==> src/rtl/weight_access_ctrl.sv <==
// Weight-store access controller: random-fill sequencing after reset, then
// range-checked block reads/writes of N packed weights with a held store access.
module weight_access_ctrl #(
  parameter int N           = 10,
  parameter int W           = 10,
  parameter int DEPTH       = 65,
  parameter int HOLD        = 4,
  parameter int INIT_CYCLES = 66
) (
  input  logic           Clock,
  input  logic           Rst,
  input  logic           init_req,
  input  logic           req_valid,
  output logic           req_ready,
  input  logic           req_write,
  input  logic [6:0]     req_addr,
  input  logic [N*W-1:0] req_data,
  output logic           resp_valid,
  input  logic           resp_ready,
  output logic [N*W-1:0] resp_data,
  output logic           resp_err,
  output logic           init_done,
  output logic           mem_In,
  output logic           mem_WE,
  output logic [6:0]     mem_Address,
  output logic [N*W-1:0] mem_D,
  input  logic [N*W-1:0] mem_Q
);

  localparam int CNT_MAX = (INIT_CYCLES > HOLD) ? INIT_CYCLES : HOLD;
  localparam int CW      = $clog2(CNT_MAX + 1);
  localparam logic [CW-1:0] INIT_LAST = CW'(INIT_CYCLES - 1);
  localparam logic [CW-1:0] HOLD_LAST = CW'(HOLD - 1);

  typedef enum logic [1:0] {
    S_INIT,
    S_IDLE,
    S_ACCESS,
    S_RESP
  } state_e;

  state_e          state_q;
  logic [CW-1:0]   cnt_q;
  logic            mem_in_q;
  logic            mem_we_q;
  logic [6:0]      mem_addr_q;
  logic [N*W-1:0]  mem_d_q;
  logic            req_ready_q;
  logic            resp_valid_q;
  logic [N*W-1:0]  resp_data_q;
  logic            resp_err_q;
  logic            init_done_q;

  // Last address of the block, one bit wider than req_addr so it cannot wrap.
  logic [7:0]      last_addr_d;
  logic            range_err_d;
  logic            accept_d;

  assign last_addr_d = {1'b0, req_addr} + 8'(N - 1);
  assign range_err_d = (last_addr_d > 8'(DEPTH - 1));
  assign accept_d    = req_valid && req_ready_q;

  // NOTE: all state below is updated with non-blocking assignments so every
  // register samples the pre-edge values of its peers, independent of order.
  always_ff @(posedge Clock or negedge Rst) begin
    if (!Rst) begin
      state_q      <= S_INIT;
      cnt_q        <= '0;
      mem_in_q     <= 1'b1;
      mem_we_q     <= 1'b0;
      mem_addr_q   <= '0;
      mem_d_q      <= '0;
      req_ready_q  <= 1'b0;
      resp_valid_q <= 1'b0;
      resp_data_q  <= '0;
      resp_err_q   <= 1'b0;
      init_done_q  <= 1'b0;
    end else begin
      case (state_q)
        S_INIT: begin
          if (cnt_q == INIT_LAST) begin
            cnt_q       <= '0;
            mem_in_q    <= 1'b0;
            init_done_q <= 1'b1;
            req_ready_q <= 1'b1;
            state_q     <= S_IDLE;
          end else begin
            cnt_q <= cnt_q + 1'b1;
          end
        end

        S_IDLE: begin
          // A refill request wins over a same-cycle client request.
          if (init_req) begin
            cnt_q       <= '0;
            mem_in_q    <= 1'b1;
            init_done_q <= 1'b0;
            req_ready_q <= 1'b0;
            state_q     <= S_INIT;
          end else if (accept_d) begin
            req_ready_q <= 1'b0;
            if (range_err_d) begin
              resp_valid_q <= 1'b1;
              resp_err_q   <= 1'b1;
              resp_data_q  <= '0;
              state_q      <= S_RESP;
            end else begin
              mem_addr_q <= req_addr;
              mem_we_q   <= req_write;
              mem_d_q    <= req_data;
              cnt_q      <= '0;
              state_q    <= S_ACCESS;
            end
          end
        end

        S_ACCESS: begin
          if (cnt_q == HOLD_LAST) begin
            cnt_q        <= '0;
            mem_we_q     <= 1'b0;
            resp_valid_q <= 1'b1;
            resp_err_q   <= 1'b0;
            resp_data_q  <= mem_we_q ? '0 : mem_Q;
            state_q      <= S_RESP;
          end else begin
            cnt_q <= cnt_q + 1'b1;
          end
        end

        S_RESP: begin
          if (resp_ready) begin
            resp_valid_q <= 1'b0;
            req_ready_q  <= 1'b1;
            state_q      <= S_IDLE;
          end
        end

        default: begin
          cnt_q        <= '0;
          mem_in_q     <= 1'b1;
          mem_we_q     <= 1'b0;
          req_ready_q  <= 1'b0;
          resp_valid_q <= 1'b0;
          init_done_q  <= 1'b0;
          state_q      <= S_INIT;
        end
      endcase
    end
  end

  assign req_ready   = req_ready_q;
  assign resp_valid  = resp_valid_q;
  assign resp_data   = resp_data_q;
  assign resp_err    = resp_err_q;
  assign init_done   = init_done_q;
  assign mem_In      = mem_in_q;
  assign mem_WE      = mem_we_q;
  assign mem_Address = mem_addr_q;
  assign mem_D       = mem_d_q;

endmodule

==> config.mk <==
export PLATFORM = sky130hd
export DESIGN_NAME = weight_access_ctrl
export DESIGN_NICKNAME = d
export VERILOG_FILES = /design/src/rtl/weight_access_ctrl.sv
export SDC_FILE = /design/constraint.sdc
export NUM_CORES = 1
export LEC_CHECK = 0
export CAP_MARGIN = 0
export CELL_PAD_IN_SITES_DETAIL_PLACEMENT = 2
export CELL_PAD_IN_SITES_GLOBAL_PLACEMENT = 2
export CORE_MARGIN = 10
export CORE_UTILIZATION = 25
export CTS_CLUSTER_SIZE = 40
export DETAILED_ROUTE_END_ITERATION = 16
export PLACE_DENSITY = 0.8
export REMOVE_ABC_BUFFERS = 1
export SLEW_MARGIN = 20
export SYNTH_ARGS = -nofsm -noshare
export SYNTH_HDL_FRONTEND = slang
export SYNTH_SLANG_ARGS = --single-unit
==> constraint.sdc <==
create_clock -name Clock -period 2.4 [get_ports Clock]
set_input_delay 0.6 -clock Clock [delete_from_list [all_inputs] [get_ports Clock]]
set_output_delay 0.6 -clock Clock [all_outputs]
set_load 0.005 [all_outputs]
## Yosys cells after proc, flatten, opt, wreduce, memory -nomap -nowiden

Index checks and enable logic that the tools add are counted.
W data, S select, Z words.

| word-level totals | value |
|---|---|
| bits in registers | 222 |
| input bits | 213 |
| output and inout port bits | 213 |
| word-level logic and storage cells | 87 |

| cells by class | value |
|---|---|
| add/sub/neg operators | 2 |
| order comparisons | 1 |
| eq/ne operators | 15 |
| muxes and demuxes | 41 |
| bitwise operators | 2 |
| reduce and logical (&&, ||, !) cells | 15 |

Operator list:

| cell | count |
|---|---|
| $mux W100 | 5 |
| $pmux W100 S2 | 1 |
| $mux W7 | 5 |
| $pmux W7 S3 | 1 |
| $mux W1 | 17 |
| $ne A2 B2 Y1 const B | 8 |
| $reduce_and A4 Y1 | 3 |
| $mux W2 | 5 |
| $reduce_and A5 Y1 | 2 |
| $reduce_bool A3 Y1 | 3 |
| $add A7 B4 Y8 const B | 1 |
| $gt A8 B7 Y1 const B | 1 |
| $pmux W1 S2 | 4 |
| $pmux W2 S4 | 1 |
| $add A7 B1 Y7 const B | 1 |
| $eq A7 B2 Y1 const B | 1 |
| $eq A7 B7 Y1 const B | 1 |
| $ne A3 B3 Y1 const B | 2 |
| $pmux W1 S3 | 2 |
| $reduce_and A3 Y1 | 2 |
| $reduce_and A6 Y1 | 1 |
| $eq A2 B2 Y1 const B | 2 |
| $reduce_bool A2 Y1 | 2 |
| $eq A2 B1 Y1 const B | 1 |
| other kinds (3) | 4 |

## Longest topological paths before layout

| logic depth | value |
|---|---|
| word-level depth | 6 |
| mapped depth | 8 |
| depth with buffers taken out | 6 |

## Least setup slack after synthesis

Ideal clock, no wire load.

| timing | value |
|---|---|
| path type | input to register |
| start point | input req_addr[4] |
| end point | register mem_d_q[91], in the netlist mem_D[91] |
| library setup time | 0.125 ns |
| arrival | 1.971 ns |
| data required time | 2.275 ns |
| slack | 0.304 ns |
| stages on the path | 5 |
| buffers on the path | 2 |
| cells stage by stage | a31o_2 nor3_2 buf_2 buf_2 mux2_2 |

| between the ends | value |
|---|---|
| cells in the longest elaborated chain, start to end | 4 |

Ends and longest elaborated chain:

| what | line | text |
|---|---|---|
| from (decl) | 16 | `input logic [6:0] req_addr,` |
| $add A7 B4 Y8 | 59 | `assign last_addr_d = {1'b0, req_addr} + 8'(N - 1);` |
| $gt A8 B7 Y1 | 60 | `assign range_err_d = (last_addr_d > 8'(DEPTH - 1));` |
| $not A1 Y1 (no line) | -- |  |
| $reduce_and A4 Y1 (no line) | -- |  |
| to (signal assigned) | 110 | `mem_d_q <= req_data;` |
| to (decl) | 47 | `logic [N*W-1:0] mem_d_q;` |

Every way passes these cells.
A chain may end at the register's enable or synchronous reset.

## Worst setup path after layout

| timing | value |
|---|---|
| start point | register cnt_q[3] |
| end point | register resp_data_q[78], in the netlist resp_data[78] |

| between the ends | value |
|---|---|
| cells in the longest elaborated chain, start to end | 3 |

Ends and longest elaborated chain:

| what | line | text |
|---|---|---|
| from (decl) | 43 | `logic [CW-1:0] cnt_q;` |
| from (signal assigned) | 88 | `cnt_q <= cnt_q + 1'b1;` |
| from (signal assigned) | 126 | `cnt_q <= cnt_q + 1'b1;` |
| $eq A7 B2 Y1 | 118 | `if (cnt_q == HOLD_LAST) begin` |
| $ne A2 B2 Y1 (no line) | -- |  |
| $reduce_and A5 Y1 (no line) | -- |  |
| to (signal assigned) | 123 | `resp_data_q <= mem_we_q ? '0 : mem_Q;` |
| to (decl) | 50 | `logic [N*W-1:0] resp_data_q;` |

Every way passes these cells.

==> impl_table.tex <==
\begin{tabular}{lr}
\hline
Metric & Value \\
\hline
\multicolumn{2}{l}{\textbf{Outcome}} \\
\quad Run status & complete, no violations \\
\multicolumn{2}{l}{\textbf{Timing}} \\
\quad Worst-case clock skew & 0.0210 ns \\
\quad Worst relative slew slack & 0.619 \\
\quad Worst-case setup margin in the final layout & 0.107 ns \\
\quad Slew at the pin closest to its max-slew limit & 0.570 ns \\
\quad Timing-limited maximum frequency & 436 MHz \\
\quad Final worst path period share & 0.956 \\
\quad Endpoints failing setup & 0 \\
\quad Setup repair after global routing missed its margin & false \\
\quad Total count of hold-check failures in the final report & 0 \\
\quad Worst Hold Margin & 0.495 ns \\
\quad Clock period minus worst slack & 2.29 ns \\
\quad Max Slew Vio Count & 0 \\
\multicolumn{2}{l}{\textbf{Global routing}} \\
\quad Total routing usage reported by global routing & 0.172 \\
\quad Largest net degree at the start of global routing & 101 \\
\quad Via count of the first global-routing pass & 8,178 \\
\quad Final global-route overflow total & 0 \\
\quad First-pass GRT wire length & 55,600 um \\
\quad Initial antenna violation count & 5 \\
\multicolumn{2}{l}{\textbf{Cells and area}} \\
\quad Layout cell share with drive strength beyond 1 & 0.178 \\
\quad Final layout net count & 1,241 \\
\quad Count of filler cells inserted in the layout & 3,273 \\
\quad Count of non-filler cells in the finished layout & 1,491 \\
\quad Layout overhead on the synthesized area & 69.8\% \\
\multicolumn{2}{l}{\textbf{Placement}} \\
\quad Placed wire-length estimate & 28,300 um \\
\quad Number of buffer cells added on primary ports & 425 \\
\quad Cell Count Post-Placement & 1,439 \\
\quad Pre-CTS setup slack & -0.169 ns \\
\quad Gpl congestion & 0.761 \\
\multicolumn{2}{l}{\textbf{Detailed routing}} \\
\quad Final ANT Viol Nets & 0 \\
\quad Final routed wire length divided by cell count & 25.3 um \\
\quad Initial DRC Count & 226 \\
\quad Post-detailed-routing wire length & 37,700 um \\
\quad Number of search-and-repair iterations in the first detailed-routing pass & 6 \\
\quad Vias per Instance & 4.60 \\
\quad Number of vias in the routed layout & 6,856 \\
\quad Total DRC errors in the routed layout & 0 \\
\multicolumn{2}{l}{\textbf{Critical path}} \\
\quad Launching point of the worst reg2reg path & cnt\_q[3]\$\_DFFE\_PN0P\_ \\
\quad Crit-path max FO & 100 \\
\quad Critical Path, Cell by Cell & or4\_4 -> o21ai\_2 -> o211ai\_1 -> buf\_12 -> a22o\_1 \\
\quad Number of cells on the worst reg-to-reg path & 5 \\
\quad Worst setup endpoint & resp\_data[78]\$\_DFFE\_PN0P\_ \\
\quad Data required time of the critical path & 2.82 ns \\
\quad Reg-to-reg critical path endpoint & resp\_data[78]\$\_DFFE\_PN0P\_ \\
\quad Worst setup path startpoint & cnt\_q[3]\$\_DFFE\_PN0P\_ \\
\quad Critical path capture point type & flip-flop \\
\quad Slowest cell on the critical path & or4\_4 \\
\quad Delay of the slowest critical-path stage & 0.58 ns \\
\quad Critical setup path kind & flip-flop to flip-flop \\
\quad Element type at the critical path start & flip-flop \\
\quad Worst Path Arrival & 2.71 ns \\
\quad Internal reg-to-reg setup slack & 0.11 ns \\
\multicolumn{2}{l}{\textbf{Synthesis}} \\
\quad Leading post-synthesis cells by cell area & dfrtp\_1 65\%, mux2\_2 12\%, a22o\_1 10\% \\
\quad Most numerous cell types in the synthesized netlist & 221 x dfrtp\_1, 101 x a22o\_1, 93 x mux2\_2 \\
\quad Portion of synthesized cell area occupied by the leading cell type & 0.647 \\
\quad Register bit total from synthesis & 222 \\
\quad Cell accounting for the most synthesized area & dfrtp\_1 \\
\quad Cell area after synthesis & 8550 um2 \\
\quad Top-count cell post-synth & dfrtp\_1 \\
\quad Proportion of synthesized flip-flops having asynchronous set or reset & 1.00 \\
\quad Primary FF master, synth & dfrtp\_1 \\
\quad Per-instance average area after synthesis & 15.1 um2 \\
\quad Warning count from the yosys run & 0 \\
\quad Number of flops mapped to enable cells by yosys & 0 \\
\quad Yosys cell types & 41 \\
\quad Number of standard cells after synthesis & 565 \\
\quad Share of the yosys chip area belonging to registers & 0.650 \\
\multicolumn{2}{l}{\textbf{Min path}} \\
\quad Worst hold path type & flip-flop to flip-flop \\
\multicolumn{2}{l}{\textbf{CTS}} \\
\quad Longest Clk Path Bufs & 3 \\
\quad Total clock sinks & 222 \\
\quad Clock tree from TritonCTS & yes \\
\quad Source-to-sink clock delay at the later pin of the worst-skew pair & 0.54 ns \\
\quad CTS HTree Levels & 1 \\
\quad Buffers inserted by post-CTS timing repair & 0 \\
\quad Number of buffers inserted during clock tree synthesis & 27 \\
\quad Root cell of the clock tree & clkbuf\_16 \\
\quad Reg clk slew, reported paths & 0.06 ns \\
\multicolumn{2}{l}{\textbf{Floorplanning}} \\
\quad Core Region & 33,600 um2 \\
\quad Die width & 205 um \\
\quad Initial Utilization & 0.254 \\
\quad Die H & 205 um \\
\quad Die Outline Area & 42,000 um2 \\
\quad Boundary pin count & 426 \\
\quad Row Count & 67 \\
\multicolumn{2}{l}{\textbf{Power and ir drop}} \\
\quad Net load switching power & 4.50 mW \\
\quad Maximum vdd drop & 0.705 mV \\
\quad PwrDens & 1030 nW/um2 \\
\quad Combinational Power Share & 0.343 \\
\quad Internal & 10.5 mW \\
\quad Fraction of power consumed by sequential logic & 0.357 \\
\quad Proportion of total power due to net switching & 0.301 \\
\quad Static power due to leakage & 6.22 nW \\
\quad Fraction of power consumed by the clock network & 0.299 \\
\quad Tot Pwr & 15.0 mW \\
\multicolumn{2}{l}{\textbf{Run}} \\
\quad Max-cap violations & 0 \\
\hline
\end{tabular}
==> worst min-delay path by stage <==
stage | startpoint | to | slack, ns | cells after the start
final | mem_D[84]$_DFFE_PN0P_ | mem_D[84]$_DFFE_PN0P_ | 0.50 | 1
after floorplan | Rst | cnt_q[0]$_DFFE_PN0P_ | 0.30 | 0
after CTS | mem_D[84]$_DFFE_PN0P_ | mem_D[84]$_DFFE_PN0P_ | 0.51 | 1
after global placement | mem_D[86]$_DFFE_PN0P_ | mem_D[86]$_DFFE_PN0P_ | 0.47 | 1
after global routing | mem_Address[0]$_DFFE_PN0P_ | mem_Address[0]$_DFFE_PN0P_ | 0.52 | 1
after detailed placement | mem_D[95]$_DFFE_PN0P_ | mem_D[95]$_DFFE_PN0P_ | 0.49 | 1
==> layout make-up <==
class	instances	area, um2	share of cell area
antenna	3	7.51	0.000517
clock buffer	38	787	0.0542
clock inverter	10	185	0.0128
inverter	4	15.0	0.00103
multi-input combinational	303	2720	0.188
sequential	222	5560	0.383
tap	448	561	0.0386
timing repair buffer	463	4670	0.322
==> sequential cells by signal, summed over array words and instances (netlist names) <==
| name | cells |
|---|---|
| req_ready | 1 |
| state_q | 2 |
| mem_In | 1 |
| resp_valid | 1 |
| mem_D | 100 |
| init_done | 1 |
| cnt_q | 7 |
| mem_Address | 7 |
| mem_WE | 1 |
| resp_err | 1 |
| resp_data | 100 |
==> layout by cell type, fill, tap and decap left out, types with 10 or more instances in the layout <==
cell,instances
a22o_1,101
buf_12,10
buf_4,27
clkbuf_16,27
clkdlybuf4s50_1,424
dfrtp_1,221
mux2_1,13
mux2_2,93
nand2_1,13
o211ai_1,10
==> power groups by stage <==
stage | combinational (mW) | sequential, mW | clock (mW)
CTS | 5.27 | 5.36 | 4.63
global route | 5.54 | 5.47 | 4.79
floorplan | 1.56 | 5.32 | 0
detailed placement | 5.19 | 5.39 | 0
finish | 5.14 | 5.35 | 4.47
global placement | 5.00 | 5.26 | 0
==> metrics by stage <==
stage	setup TNS [ns]	util	area (um2)
5_1_grt	0	0.431	14500
4_1_cts	0	0.431	14500
3_3_place_gp	-6.61	0.402	13500
6_report	0	0.432	14500
2_1_floorplan	-608.93	-	8290
3_5_place_dp	-15.42	0.402	13500
==> routing by layer <==
| metal | track usage | routed length [um] |
|---|---|---|
| met1 | 0.185 | 14100 |
| met2 | 0.304 | 18700 |
| met3 | 0.0802 | 4260 |
| met4 | 0.0349 | 626 |
| met5 | 0 | 27 |
==> cell families after synthesis <==
family	count (synthesis)	synth area share
DFF	222	0.650
AOI/OAI and AO/OA	139	0.135
muxes	107	0.141
and+or+nand+nor	50	0.0319
buffers and inverters	40	0.0322
adders and majority gates	7	0.0102
==> worst max-delay path: cells and delay by family (launching register included) <==
family,cells,cell delay [ns]
AND/OR/NAND/NOR,1,0.58
buffers and inverters,1,0.23
AO/OA/AOI/OAI,3,0.76
flip-flops,1,0.45
==> what timing repair did <==
action                                 CTS  global route
endpoints found under the hold margin   37             0
resized for setup                        0             0
hold buffers                             1             0
(Power assumes the default switching activity.)
